[src/rtl/seg_pkg.sv]
// rtl/seg_pkg.sv - shared constants and scan state type for the display scan controller
package seg_pkg;

    localparam logic [3:0] BLANK_CODE = 4'hF;

    localparam logic [7:0] CH_0  = 8'h30;
    localparam logic [7:0] CH_9  = 8'h39;
    localparam logic [7:0] CH_BS = 8'h08;
    localparam logic [7:0] CH_CR = 8'h0D;

    typedef enum logic {
        S_GUARD = 1'b0,
        S_ON    = 1'b1
    } scan_state_e;

endpackage

[src/rtl/seg_digit_buf.sv]
// rtl/seg_digit_buf.sv - digit shift buffer with received-byte decode and bad-character strobe
module seg_digit_buf
    import seg_pkg::*;
#(
    parameter int DIGITS = 4
) (
    input  logic                  clk_i,
    input  logic                  rst_i,
    input  logic [7:0]            data_i,
    input  logic                  valid_i,
    output logic [DIGITS*4-1:0]   digits_o,
    output logic                  char_err_o
);

    logic [DIGITS*4-1:0] buf_q, buf_d;
    logic                char_err_q, char_err_d;

    // Digit 0 occupies the low nibble; digits enter on the right and leave on the left.
    always_comb begin
        buf_d      = buf_q;
        char_err_d = 1'b0;
        if (valid_i) begin
            if (data_i >= CH_0 && data_i <= CH_9) begin
                buf_d = {buf_q[DIGITS*4-5:0], data_i[3:0]};
            end else if (data_i == CH_BS) begin
                buf_d = {BLANK_CODE, buf_q[DIGITS*4-1:4]};
            end else if (data_i == CH_CR) begin
                buf_d = {DIGITS{BLANK_CODE}};
            end else begin
                char_err_d = 1'b1;
            end
        end
    end

    always_ff @(posedge clk_i or posedge rst_i) begin
        if (rst_i) begin
            buf_q      <= {DIGITS{BLANK_CODE}};
            char_err_q <= 1'b0;
        end else begin
            buf_q      <= buf_d;
            char_err_q <= char_err_d;
        end
    end

    assign digits_o   = buf_q;
    assign char_err_o = char_err_q;

endmodule

[src/rtl/seg_scan_ctrl.sv]
// rtl/seg_scan_ctrl.sv - time-multiplexed digit scan with guard blanking between slots
module seg_scan_ctrl
    import seg_pkg::*;
#(
    parameter int DIGITS   = 4,
    parameter int SCAN_DIV = 12500,
    parameter int GUARD    = 16
) (
    input  logic              iClk,
    input  logic              iRst,
    input  logic [7:0]        iData,
    input  logic              iValid,
    output logic [3:0]        oDecimal,
    output logic [DIGITS-1:0] oDigitEn,
    output logic              oCharErr
);

    localparam int CW = $clog2(SCAN_DIV);
    localparam int IW = (DIGITS > 1) ? $clog2(DIGITS) : 1;

    localparam logic [CW-1:0] CNT_LAST  = CW'(SCAN_DIV - 1);
    localparam logic [CW-1:0] GUARD_END = CW'(GUARD - 1);
    localparam logic [IW-1:0] IDX_LAST  = IW'(DIGITS - 1);

    logic [DIGITS*4-1:0] digits;
    logic [3:0]          cur_digit;

    scan_state_e   state_q, state_d;
    logic [IW-1:0] index_q, index_d;
    logic [CW-1:0] cnt_q,   cnt_d;

    seg_digit_buf #(
        .DIGITS (DIGITS)
    ) u_digit_buf (
        .clk_i      (iClk),
        .rst_i      (iRst),
        .data_i     (iData),
        .valid_i    (iValid),
        .digits_o   (digits),
        .char_err_o (oCharErr)
    );

    // The counter runs through the whole slot; the guard phase is its first GUARD counts.
    always_comb begin
        state_d = state_q;
        index_d = index_q;
        cnt_d   = cnt_q + 1'b1;
        case (state_q)
            S_GUARD: begin
                if (cnt_q == GUARD_END) begin
                    state_d = S_ON;
                end
            end
            S_ON: begin
                if (cnt_q == CNT_LAST) begin
                    state_d = S_GUARD;
                    cnt_d   = '0;
                    index_d = (index_q == IDX_LAST) ? '0 : index_q + 1'b1;
                end
            end
            default: state_d = S_GUARD;
        endcase
    end

    always_ff @(posedge iClk or posedge iRst) begin
        if (iRst) begin
            state_q <= S_GUARD;
            index_q <= '0;
            cnt_q   <= '0;
        end else begin
            state_q <= state_d;
            index_q <= index_d;
            cnt_q   <= cnt_d;
        end
    end

    always_comb begin
        cur_digit = BLANK_CODE;
        oDigitEn  = '0;
        for (int i = 0; i < DIGITS; i++) begin
            if (index_q == IW'(i)) begin
                cur_digit = digits[i*4 +: 4];
            end
        end
        // A blank digit keeps its enable off so the decoder's blank output is never shown.
        for (int i = 0; i < DIGITS; i++) begin
            if (index_q == IW'(i) && state_q == S_ON && cur_digit != BLANK_CODE) begin
                oDigitEn[i] = 1'b1;
            end
        end
    end

    assign oDecimal = cur_digit;

endmodule

[config.mk]
export PLATFORM = sky130hd
export DESIGN_NAME = seg_scan_ctrl
export DESIGN_NICKNAME = d
export VERILOG_FILES = /design/src/rtl/seg_pkg.sv /design/src/rtl/seg_digit_buf.sv /design/src/rtl/seg_scan_ctrl.sv
export SDC_FILE = /design/constraint.sdc
export NUM_CORES = 1
export LEC_CHECK = 0
export BUFFER_PORTS_ARGS = -buffer_cell sky130_fd_sc_hd__buf_2
export CAP_MARGIN = 30
export CELL_PAD_IN_SITES_DETAIL_PLACEMENT = 1
export CELL_PAD_IN_SITES_GLOBAL_PLACEMENT = 1
export CORE_UTILIZATION = 41
export DETAILED_ROUTE_END_ITERATION = 8
export GPL_ROUTABILITY_DRIVEN = 1
export PLACE_DENSITY = 0.86
export SLEW_MARGIN = 40
export SYNTH_ARGS = -nofsm -noshare
export SYNTH_HDL_FRONTEND = slang
export SYNTH_SLANG_ARGS = --single-unit
export TNS_END_PERCENT = 1
[constraint.sdc]
create_clock -name iClk -period 1.9 [get_ports iClk]
set_input_delay 0.19 -clock iClk [delete_from_list [all_inputs] [get_ports iClk]]
set_output_delay 0.19 -clock iClk [all_outputs]
set_load 0.1 [all_outputs]
Word level (Yosys, flattened, before mapping)
Cells that the tools add are included.

$add $sub $neg: 2. Magnitude comparators: 2. Eq/ne operators: 8. Multiplexer cells: 21. Bitwise logic cells: 1. Reduce and logical (&&, ||, !) cells: 13.

Operators by type and width (number): 2-to-1 mux 16 bit (3); 2-to-1 mux 14 bit (2); equality test 8 x 4 -> 1 bit, second input constant (2); 2-to-1 mux 4 bit (4); adder 14 x 1 -> 14 bit, second input constant (1); equality test 14 bit, second input constant (1); equality test 14 x 4 -> 1 bit, second input constant (1); 2-to-1 mux 1 bit (10); logical AND 1 bit (9); greater-or-equal comparator 8 x 6 -> 1 bit, second input constant (1); <= comparator 8 x 6 -> 1 bit, second input constant (1); equality test 2 bit, second input constant (2); inequality test 4 bit, second input constant (1); AND reduction 2 bit (2); nonzero test 3 bit (1); adder 2 x 1 -> 2 bit, second input constant (1); equality test 2 x 1 -> 1 bit, second input constant (1); zero test 2 bit (1); 2-to-1 mux 2 bit (1); one-hot mux 1 bit (2 select lines) (1); inverter 1 bit (1).

Register bits: 34. Output and inout bits: 9. Logic and storage cells: 52.

Longest topological paths before layout
Gate-level depths: netlist of the first run.

Word-level depth: 8. Gate-level depth with buffers: 6. Depth with buffers taken out: 6.

Modules after synthesis
From an unflattened synthesis of the first run, not the netlist that was laid out.

Cells, all modules: 172. Area, all modules: 1924.3 µm².

By module, submodules not included: seg_scan_ctrl (times used 1, cells an instance 108, area each 998.5 µm², seq. area each 425.4 µm²); seg_digit_buf (times used 1, cells an instance 64, area each 925.9 µm², seq. area each 445.4 µm²).

Worst setup path before layout of the first run
No wires, ideal clock.

Path type: flip-flop to output port. Start: register index_q[0]. End: output port oDigitEn[0]. Data arrival time: 2.710 ns. Required time: 1.710 ns. Path slack: -1.000 ns. Cell stages (with the launch flop): 7. Path buffers: 1. Cell sequence: dfrtp_1 -> ha_1 -> clkbuf_1 -> and3b_1 -> a21oi_1 -> a32oi_1 -> a21oi_1.

Cells in the longest elaborated chain, start to end: 8.

RTL lines: start, declared (line seg_scan_ctrl.sv:29) `logic [IW-1:0] index_q, index_d;`; start signal, assigned (line seg_scan_ctrl.sv:72) `index_q <= index_d;`; zero test 2 bit (line seg_scan_ctrl.sv:81, seg_scan_ctrl.sv:87); 2-to-1 mux 4 bit (4 in series) (line seg_scan_ctrl.sv:81) `if (index_q == IW'(i)) begin`; inequality test 4 bit (line seg_scan_ctrl.sv:87) `if (index_q == IW'(i) && state_q == S_ON && cur_digit != BLANK_CODE) begin`; logical AND 1 bit (*) (line seg_scan_ctrl.sv:87); 2-to-1 mux 1 bit (*) (line seg_scan_ctrl.sv:87); end, declared (line seg_scan_ctrl.sv:14) `output logic [DIGITS-1:0] oDigitEn,`.

Every way passes the cells marked *; elsewhere a longest branch is shown, timed or not.

Worst setup path in the final report of the first run
Start: register index_q[1]. End: output port oDigitEn[3].

Cells in the longest elaborated chain, start to end: 8.

RTL lines (line): zero test 2 bit (seg_scan_ctrl.sv:81); 2-to-1 mux 4 bit (4 in series) (seg_scan_ctrl.sv:81); inequality test 4 bit (seg_scan_ctrl.sv:87); logical AND 1 bit (*) (seg_scan_ctrl.sv:87); 2-to-1 mux 1 bit (*) (seg_scan_ctrl.sv:87).

Marked as above.

==> run summary, run 1 <==
Worst Skew -> 7.95 ps
P_int -> 0.00113 W
R2r worst-path depth -> 4
Library cells used by synthesis -> 35
Core Util, Final -> 0.589
Switching portion of total power -> 0.267
Clock sink count -> 34
DR vias -> 1577
Critical path, cell by cell -> buf_4 -> ha_2 -> buf_4 -> nand3b_1 -> a32oi_4 -> buf_12 -> a21oi_4 -> buf_12
Total power -> 0.00154 W
Mapped Cells -> 185
Slew @ Worst Pin -> 495 ps
Finished Cell Area -> 0.00257 mm2
CP endpoint kind -> primary output
# diodes -> 0
Max_cap viols -> 0
Peak Freq -> 0.428 GHz
Hold EP -> u_digit_buf.char_err_o
Worst hold margin -> 139 ps
Ports -> 20
Antenna violations before repair -> 0
Die X-Extent -> 69.1 um
First-pass GRT wire length -> 8.36 mm
RD Place Congestion -> 0.861
R2r setup slk -> 160 ps
Sequential area share after synthesis -> 0.472
Die area -> 0.00477 mm2
Max FO, Critical Path -> 6
Worst r2r src -> cnt_q[10]
Critical-path top delay cell -> dfrtp_1
Crit Path Class -> flip-flop to primary output
Startpoint types -> flip-flop
Detailed Place HPWL -> 3.53 mm
Hold Crit Start -> iValid
Crit-path max cell delay -> 410 ps
Cell depth of the worst setup path -> 8
Reg power frac -> 0.513
Clk_lat worst skew -> 290 ps
Row count -> 24
Commonest non-fill, non-tap cell in the layout -> buf_4
Failing checks -> setup timing
Top cells by area, synth -> dfrtp_1 24%, dfstp_2 23%, mux2i_1 6.5%, o22ai_1 4.1%, inv_1 3.5%
CTS clk-pin slew, worst paths -> 80 ps
CTS tree -> yes
Initial Utilization -> 0.424
1st-iter DRT viols -> 66
GRT Total Usage -> 0.224
HP Class -> input port to flip-flop
Synth Register Bits -> 34
PD cells -> 599 mW/mm2
Routed vias/inst -> 5.61
Slew Viols, Final -> 0
DRC Markers -> 0
Critical Path RT -> 1710 ps
Detailed Route WL -> 5.12 mm
Core box area -> 0.00435 mm2
Leak pwr -> 1.09 nW
Hold Fails Final Rpt -> 0
Cell Area, Synth -> 0.00185 mm2
Synthesis-to-layout area growth -> 39.1%
DRT Pass-1 Iters -> 4
GRT overflow -> 0
Root buffer cell -> clkbuf_8
Hold depth -> 2
Die H -> 69.1 um
Post-route clock period utilization -> 1.23
Status -> complete, but fails checks
Post-synth top area cell -> dfrtp_1
Vias in the first global route -> 1754
Detail Route Antenna Nets -> 0
Tmin final -> 2340 ps
Syn avg cell area -> 9.98 um2
Dpl cell area -> 0.00234 mm2
CP arrival -> 2150 ps
Clock network fraction of design power -> 0.378
Switching power total -> 0.000411 W
Post-DR wirelength/cell -> 18.2 um
RSZ-0062 raised after global routing -> true
Net count after synthesis -> 201
Slew headroom -> 0.669
Num CTS Buffers -> 5
Final worst slack -> -436 ps
CP Buf/Inv Count -> 4
Largest net degree at the start of global routing -> 35
Layout cell share with drive strength beyond 1 -> 0.402
# port buffers -> 19
Combinational share of power -> 0.108
Maximum VDD drop -> 0.472 mV
Synth Warn # -> 0
R2R Path End -> index_q[1]
Top cell family by delay on the critical path -> buffers and inverters
# setup viols final -> 8
Leading cell types in the layout, fill and taps excluded -> 18 x buf_4, 17 x dfrtp_1, 16 x dfstp_2
Post-synth top area share -> 0.244
H-tree depth -> 2
Max clock buf depth -> 2
Layout Nets -> 244
Final setup TNS -> -2670 ps
worst max path at each step:
| stage | from | end | slack, ps |
|---|---|---|---|
| 3_5_place_dp | index_q[0] | oDigitEn[3] | -250 |
| 4_1_cts | index_q[1] | oDigitEn[3] | -460 |
| 6_report | index_q[1] | oDigitEn[3] | -440 |
| 5_1_grt | index_q[1] | oDigitEn[3] | -510 |
| 3_3_place_gp | index_q[0] | oDigitEn[3] | -100 |
| 2_1_floorplan | index_q[0] | oDecimal[1] | -200 |
synth_stat cells (all sizes together):
cell type,count
nand4b,1
nor2,17
and4,1
inv,17
buf,2
xor2,6
or4,2
o221ai,4
nand3,10
mux2,2
nor4b,1
a21oi,8
a32oi,2
and3b,2
ha,5
and3,2
nand3b,2
nor3,3
or2,2
clkbuf,4
nand4,4
o22ai,12
o22a,4
dfstp,16
xnor2,7
mux2i,12
dfrtp,18
nor2b,1
o21ai,1
nand2b,1
nor4,2
nand2,14
cells by family after synthesis:
group,count (synthesis),synth area share
and+or+nand+nor,65,0.184
DFF,34,0.472
AOI/OAI and AO/OA,31,0.115
buffers and inverters,23,0.0549
muxes,14,0.0793
xor gates and xnor gates,13,0.0617
adders and majority gates,5,0.0339
power by group through the flow:
| stage | combinational (W) | sequential [W] | clock [W] |
|---|---|---|---|
| after CTS | 0.000166 | 0.000789 | 0.000591 |
| after detailed placement | 0.000163 | 0.000801 | 0 |
| final | 0.000166 | 0.000790 | 0.000582 |
| after global routing | 0.000180 | 0.000793 | 0.000615 |
| after global placement | 0.000156 | 0.000799 | 0 |
| after floorplan | 0.0000915 | 0.000802 | 0 |
state kept, by name, summed over array words and instances, names as in the netlist:
register,flops
u_digit_buf.digits_o,16
index_q,2
cnt_q,14
state_q,1
u_digit_buf.char_err_o,1
timing repair:
action,CTS,global route
endpoints found under the setup margin,8,8
hold buffers,1,0
pin swaps,1,8
hold endpoints to repair,18,0
resized for setup,6,13
setup buffers,1,4
worst reg2reg max path: stages (launching register included):
cell	delay [ps]
dfrtp_1	420
or4_1	550
nor2_2	130
and3_1	220
mux2_4	310
final cells by class:
| type | count | area, um2 |
|---|---|---|
| timing repair buffer | 42 | 423 |
| multi-input combinational | 128 | 1040 |
| inverter | 17 | 67.6 |
| sequential | 34 | 872 |
| fill | 462 | 1790 |
| clock buffer | 6 | 82.6 |
| tap | 52 | 65.1 |
| clock inverter | 2 | 12.5 |
metal layers:
| layer | up-vias | GRT usage | wire, um |
|---|---|---|---|
| met5 | - | 0 | 0 |
| met4 | 0 | 0.107 | 167 |
| met3 | 16 | 0.0512 | 157 |
| met2 | 37 | 0.410 | 2780 |
| met1 | 783 | 0.241 | 2010 |
| li1 | 741 | - | - |
per-stage QoR:
stage / setup WS (ps) / cells
6_report: -436 / 281
5_1_grt: -513 / 281
4_1_cts: -459 / 278
3_5_place_dp: -248 / 268
3_3_place_gp: -102 / 268
2_1_floorplan: -197 / 185
(Power assumes the default switching activity.)
==> run 2: changes to the inputs <==
Settings changed: CORE_ASPECT_RATIO set to 0.75.
==> run summary, run 2 (same netlist as run 1, synthesis figures left out) <==
Slew headroom -> 0.610 (-0.0590)
# port buffers -> 19 (unchanged)
R2R Path End -> cnt_q[12]
Finished Cell Area -> 0.00262 mm2 (+2.1%)
Status -> complete, but fails checks
Layout Nets -> 238 (-2.5%)
Critical Path End -> oDigitEn[1]
HP Class -> input port to asynchronous set/reset pin
# setup viols final -> 9 (+1)
Initial Utilization -> 0.442 (+0.0178)
Crit-path most repeated cell -> buf_12
Largest net degree at the start of global routing -> 35 (unchanged)
R2r worst-path depth -> 5 (+1)
R2r setup slk -> -50 ps (-210 ps)
Worst Skew -> 6.92 ps (-1.03 ps)
Layout cell share with drive strength beyond 1 -> 0.413 (+0.0108)
RSZ-0062 raised after global routing -> true
Tmin final -> 2330 ps (-4.75 ps)
Core Util, Final -> 0.627 (+0.0379)
Critical-path top delay cell -> dfrtp_2
Core box area -> 0.00418 mm2 (-4.0%)
Crit-path max cell delay -> 480 ps (+70 ps)
Max_cap viols -> 0 (unchanged)
First-pass GRT wire length -> 9.27 mm (+11%)
Detail Route Antenna Nets -> 0 (unchanged)
GRT Total Usage -> 0.270 (+0.0457)
Clk_lat worst skew -> 290 ps (about the same)
Crit Path Class -> flip-flop to primary output
Slew @ Worst Pin -> 584 ps (+88.2 ps)
Final setup TNS -> -2320 ps (+354 ps)
PD cells -> 624 mW/mm2 (+4.1%)
CP endpoint kind -> primary output
DRT Pass-1 Iters -> 4 (unchanged)
GRT overflow -> 0 (unchanged)
Detailed Route WL -> 7.08 mm (+38%)
Die area -> 0.00478 mm2 (about the same)
Row count -> 20 (-17%)
DR vias -> 1695 (+7.5%)
Vias in the first global route -> 1769 (+0.86%)
CP Buf/Inv Count -> 3 (-1)
Dpl cell area -> 0.00230 mm2 (-2.0%)
Post-DR wirelength/cell -> 25.5 um (+40%)
CP startpoint -> index_q[0]
Peak Freq -> 0.429 GHz (+0.20%)
Root buffer cell -> clkbuf_8
Worst r2r src -> cnt_q[0]
Fill cells -> 400 (-13%)
Final worst slack -> -431 ps (+4.75 ps)
CTS tree -> yes
Post-route clock period utilization -> 1.23 (-0.00250)
Routed vias/inst -> 6.10 (+8.6%)
Synthesis-to-layout area growth -> 42.0%
Hold-fix buffers, CTS -> 0 (-1)
Max clock buf depth -> 2 (unchanged)
Top cell family by delay on the critical path -> compound AO/OA/AOI/OAI gates
Commonest non-fill, non-tap cell in the layout -> dfrtp_1
Hold Fails Final Rpt -> 18 (+18)
Largest register FFs -> 16 (unchanged)
Maximum VDD drop -> 0.475 mV (+0.63%)
Num CTS Buffers -> 5 (unchanged)
Failing checks -> hold timing, setup timing
Leading cell types in the layout, fill and taps excluded -> 17 x dfrtp_1, 16 x dfstp_2, 15 x nor2_1
CP arrival -> 2140 ps (about the same)
Clock sink count -> 34 (unchanged)
Antenna violations before repair -> 0 (unchanged)
Die H -> 60.1 um (-13%)
Die X-Extent -> 79.5 um (+15%)
Total power -> 0.00164 W (+6.4%)
DRC Markers -> 0 (unchanged)
Worst hold margin -> -16.0 ps (-155 ps)
1st-iter DRT viols -> 128 (+94%)
Startpoint types -> flip-flop
Cell depth of the worst setup path -> 8 (unchanged)
Leak pwr -> 1.09 nW (-0.29%)
Critical path, cell by cell -> inv_2 -> ha_2 -> nand2b_4 -> o221ai_4 -> a32oi_4 -> buf_12 -> a21oi_4 -> buf_12
H-tree depth -> 2 (unchanged)
# diodes -> 0 (unchanged)
Detailed Place HPWL -> 3.64 mm (+3.1%)
Critical Path RT -> 1710 ps (about the same)
RD Place Congestion -> 0.795 (-7.6%)
CTS clk-pin slew, worst paths -> 70 ps (about the same)
Slew Viols, Final -> 0 (unchanged)
Ports -> 20 (unchanged)
Max FO, Critical Path -> 4 (-2)
run 2: how the worst min path moves through the flow:
stage	slack, ps	cells after the start	endpoint	from
after floorplan	320	1	cnt_q[0]	iRst
after global placement	300	3	cnt_q[1]	iRst
after detailed placement	310	3	cnt_q[1]	iRst
after CTS	4	3	cnt_q[12]	iRst
after global routing	20	3	cnt_q[7]	iRst
final	-20	3	cnt_q[2]	iRst
run 2: area by class of cell:
class                   count  area (um2)  area share
clock inverters             3        40.0      0.0153
repair buffers             36         387       0.147
multi-input cells         128        1120       0.427
well taps                  55        68.8      0.0263
inverters                  17        66.3      0.0253
flip-flops and latches     34         872       0.333
clock buffers               5        68.8      0.0263
run 2: metrics by stage:
step	setup WS (ps)	instances
2_1_floorplan	-197	185
3_3_place_gp	-97.4	266
3_5_place_dp	-178	266
4_1_cts	-374	277
5_1_grt	-483	278
6_report	-431	278
run 2: layer usage:
metal | vias up | GRT usage | routed length [um]
met5 | - | 0 | 0
met4 | 0 | 0.0961 | 265
met3 | 22 | 0.0595 | 381
met2 | 62 | 0.449 | 3390
met1 | 879 | 0.348 | 3040
li1 | 732 | - | -
run 2: repair_timing:
action / in CTS / in global routing
setup buffers: 3 / 3
setup endpoints to repair: 8 / 12
resized for setup: 12 / 23
pin swaps: 5 / 10
run 2: tightest hold or removal path, cell delays in order:
cell and delay (ps):
buf_2 100, inv_1 40, buf_4 370
run 2: where the power goes:
group | switching [W] | internal [W] | total (W)
Clock | 0.000276 | 0.000386 | 0.000662
Sequential | 0.0000331 | 0.000768 | 0.000801
Combinational | 0.000104 | 0.0000698 | 0.000174
Total | 0.000413 | 0.00122 | 0.00164
==> run 3: changes to the inputs <==
Settings changed: CORE_UTILIZATION 41 to 48, PLACE_DENSITY 0.86 to 0.94.
Clock period 1.9 ns to 2.7 ns, I/O delays scaled along.
==> run summary, run 3 (same netlist as run 1, synthesis figures left out) <==
Worst Skew -> 10.5 ps (+3.60 ps)
Maximum VDD drop -> 0.338 mV (-29%)
Slew Viols, Final -> 0 (unchanged)
Root buffer cell -> clkbuf_8
Leading cell types in the layout, fill and taps excluded -> 18 x dfrtp_1, 17 x inv_1, 16 x dfstp_2
Num CTS Buffers -> 5 (unchanged)
Antenna violations before repair -> 0 (unchanged)
Max FO, Critical Path -> 4 (unchanged)
RD Place Congestion -> 0.958 (+20%)
Row count -> 19 (-5.0%)
Ports -> 20 (unchanged)
H-tree depth -> 2 (unchanged)
Total power -> 0.00104 W (-36%)
Dpl cell area -> 0.00199 mm2 (-13%)
Tmin final -> 2630 ps
Post-CTS Setup Bufs -> 0 (-3)
Max clock buf depth -> 2 (unchanged)
Detailed Route WL -> 4.80 mm (-32%)
Hold Fails Final Rpt -> 0 (-18)
Critical Path RT -> 2430 ps (+720 ps)
Die H -> 55.7 um (-7.3%)
HP Class -> input port to asynchronous set/reset pin
DRT Pass-1 Iters -> 4 (unchanged)
Slew headroom -> 0.641 (+0.0308)
Worst slack at placement -> 436 ps (+613 ps)
Initial Utilization -> 0.504 (+0.0625)
Final worst slack -> 67.5 ps (+499 ps)
GRT Total Usage -> 0.251 (-0.0188)
Crit Path Class -> flip-flop to primary output
Layout Nets -> 224 (-5.9%)
Synthesis-to-layout area growth -> 14.4%
Clock sink count -> 34 (unchanged)
CP arrival -> 2360 ps (+220 ps)
Leak pwr -> 0.916 nW (-16%)
Largest net degree at the start of global routing -> 35 (unchanged)
Die area -> 0.00410 mm2 (-14%)
Layout cell share with drive strength beyond 1 -> 0.268 (-0.145)
# setup viols final -> 0 (-9)
Post-DR wirelength/cell -> 18.4 um (-28%)
Hold-fix buffers, CTS -> 0 (unchanged)
Core box area -> 0.00366 mm2 (-12%)
Peak Freq -> 0.380 GHz
Startpoint types -> flip-flop
GRT overflow -> 0 (unchanged)
Commonest non-fill, non-tap cell in the layout -> dfrtp_1
Core Util, Final -> 0.577 (-0.0503)
Fill cells -> 441 (+10%)
Max_cap viols -> 0 (unchanged)
DRC Markers -> 0 (unchanged)
Clk_lat worst skew -> 300 ps (about the same)
DR vias -> 1555 (-8.3%)
Detail Route Antenna Nets -> 0 (unchanged)
R2r worst-path depth -> 4 (-1)
Status -> complete, no violations
Die X-Extent -> 73.6 um (-7.4%)
Detailed Place HPWL -> 3.16 mm (-13%)
Post-CTS resize count -> 0 (-12)
Routed vias/inst -> 5.96 (-2.3%)
# diodes -> 0 (unchanged)
CP endpoint kind -> primary output
Post-route clock period utilization -> 0.975
Finished Cell Area -> 0.00211 mm2 (-19%)
PD cells -> 494 mW/mm2 (-21%)
Final setup TNS -> 0 ps (+2320 ps)
CTS clk-pin slew, worst paths -> 70 ps (about the same)
CTS tree -> yes
Vias in the first global route -> 1507 (-15%)
1st-iter DRT viols -> 88 (-31%)
Slew @ Worst Pin -> 537 ps (-46.1 ps)
Largest register FFs -> 16 (unchanged)
# port buffers -> 19 (unchanged)
First-pass GRT wire length -> 7.47 mm (-19%)
run 3: changes by cell type in the layout (fill, tap and decap cells not counted), moves of 5 or more:
cell	change
buf_4	-7
buf_12	-10
buf_6	-5
a21oi_4	-5
a21oi_1	+6
run 3: routing by layer:
layer,GRT usage,share of wire,up-vias
li1,-,-,706
met1,0.366,0.48,788
met2,0.349,0.44,44
met3,0.0688,0.048,17
met4,0.107,0.032,0
met5,0,0,-
run 3: final timing paths:
check,endpoint,from,slack (ps)
max,oDigitEn[0],index_q[1],70
min,cnt_q[12],iRst,60
min reg2reg,u_digit_buf.digits_o[1],u_digit_buf.digits_o[1],490
max in group asynchronous,u_digit_buf.digits_o[4],iRst,2290
min in group iClk,u_digit_buf.char_err_o,iValid,220
max reg2reg,index_q[1],cnt_q[10],660
run 3: where the power goes:
group          internal [W]  switching, W  total (W)
Combinational     0.0000284     0.0000619  0.0000903
Clock              0.000206      0.000192   0.000397
Sequential         0.000540     0.0000156   0.000555
Total              0.000774      0.000269    0.00104
run 3: through the flow:
step / hold WS (ps) / cells
6_report: 60.8 / 261
3_3_place_gp: 377 / 253
2_1_floorplan: 400 / 185
4_1_cts: 78.5 / 261
3_5_place_dp: 383 / 253
5_1_grt: 99.6 / 261
run 3: final cells by class:
type | count | area [um2] | area share
Multi-Input combinational cell | 128 | 893 | 0.423
Clock buffer | 7 | 86.3 | 0.0409
Clock inverter | 1 | 5.00 | 0.00237
Tap cell | 52 | 65.1 | 0.0308
Sequential cell | 34 | 871 | 0.412
Inverter | 17 | 63.8 | 0.0302
Timing Repair Buffer | 22 | 128 | 0.0604
run 3: critical path, stage by stage, from the launching register on:
cell and delay (ps):
dfrtp_1 400, inv_1 90, ha_1 230, nand2b_1 230, o221ai_1 310, a32oi_2 200
a21oi_1 230, clkbuf_4 370
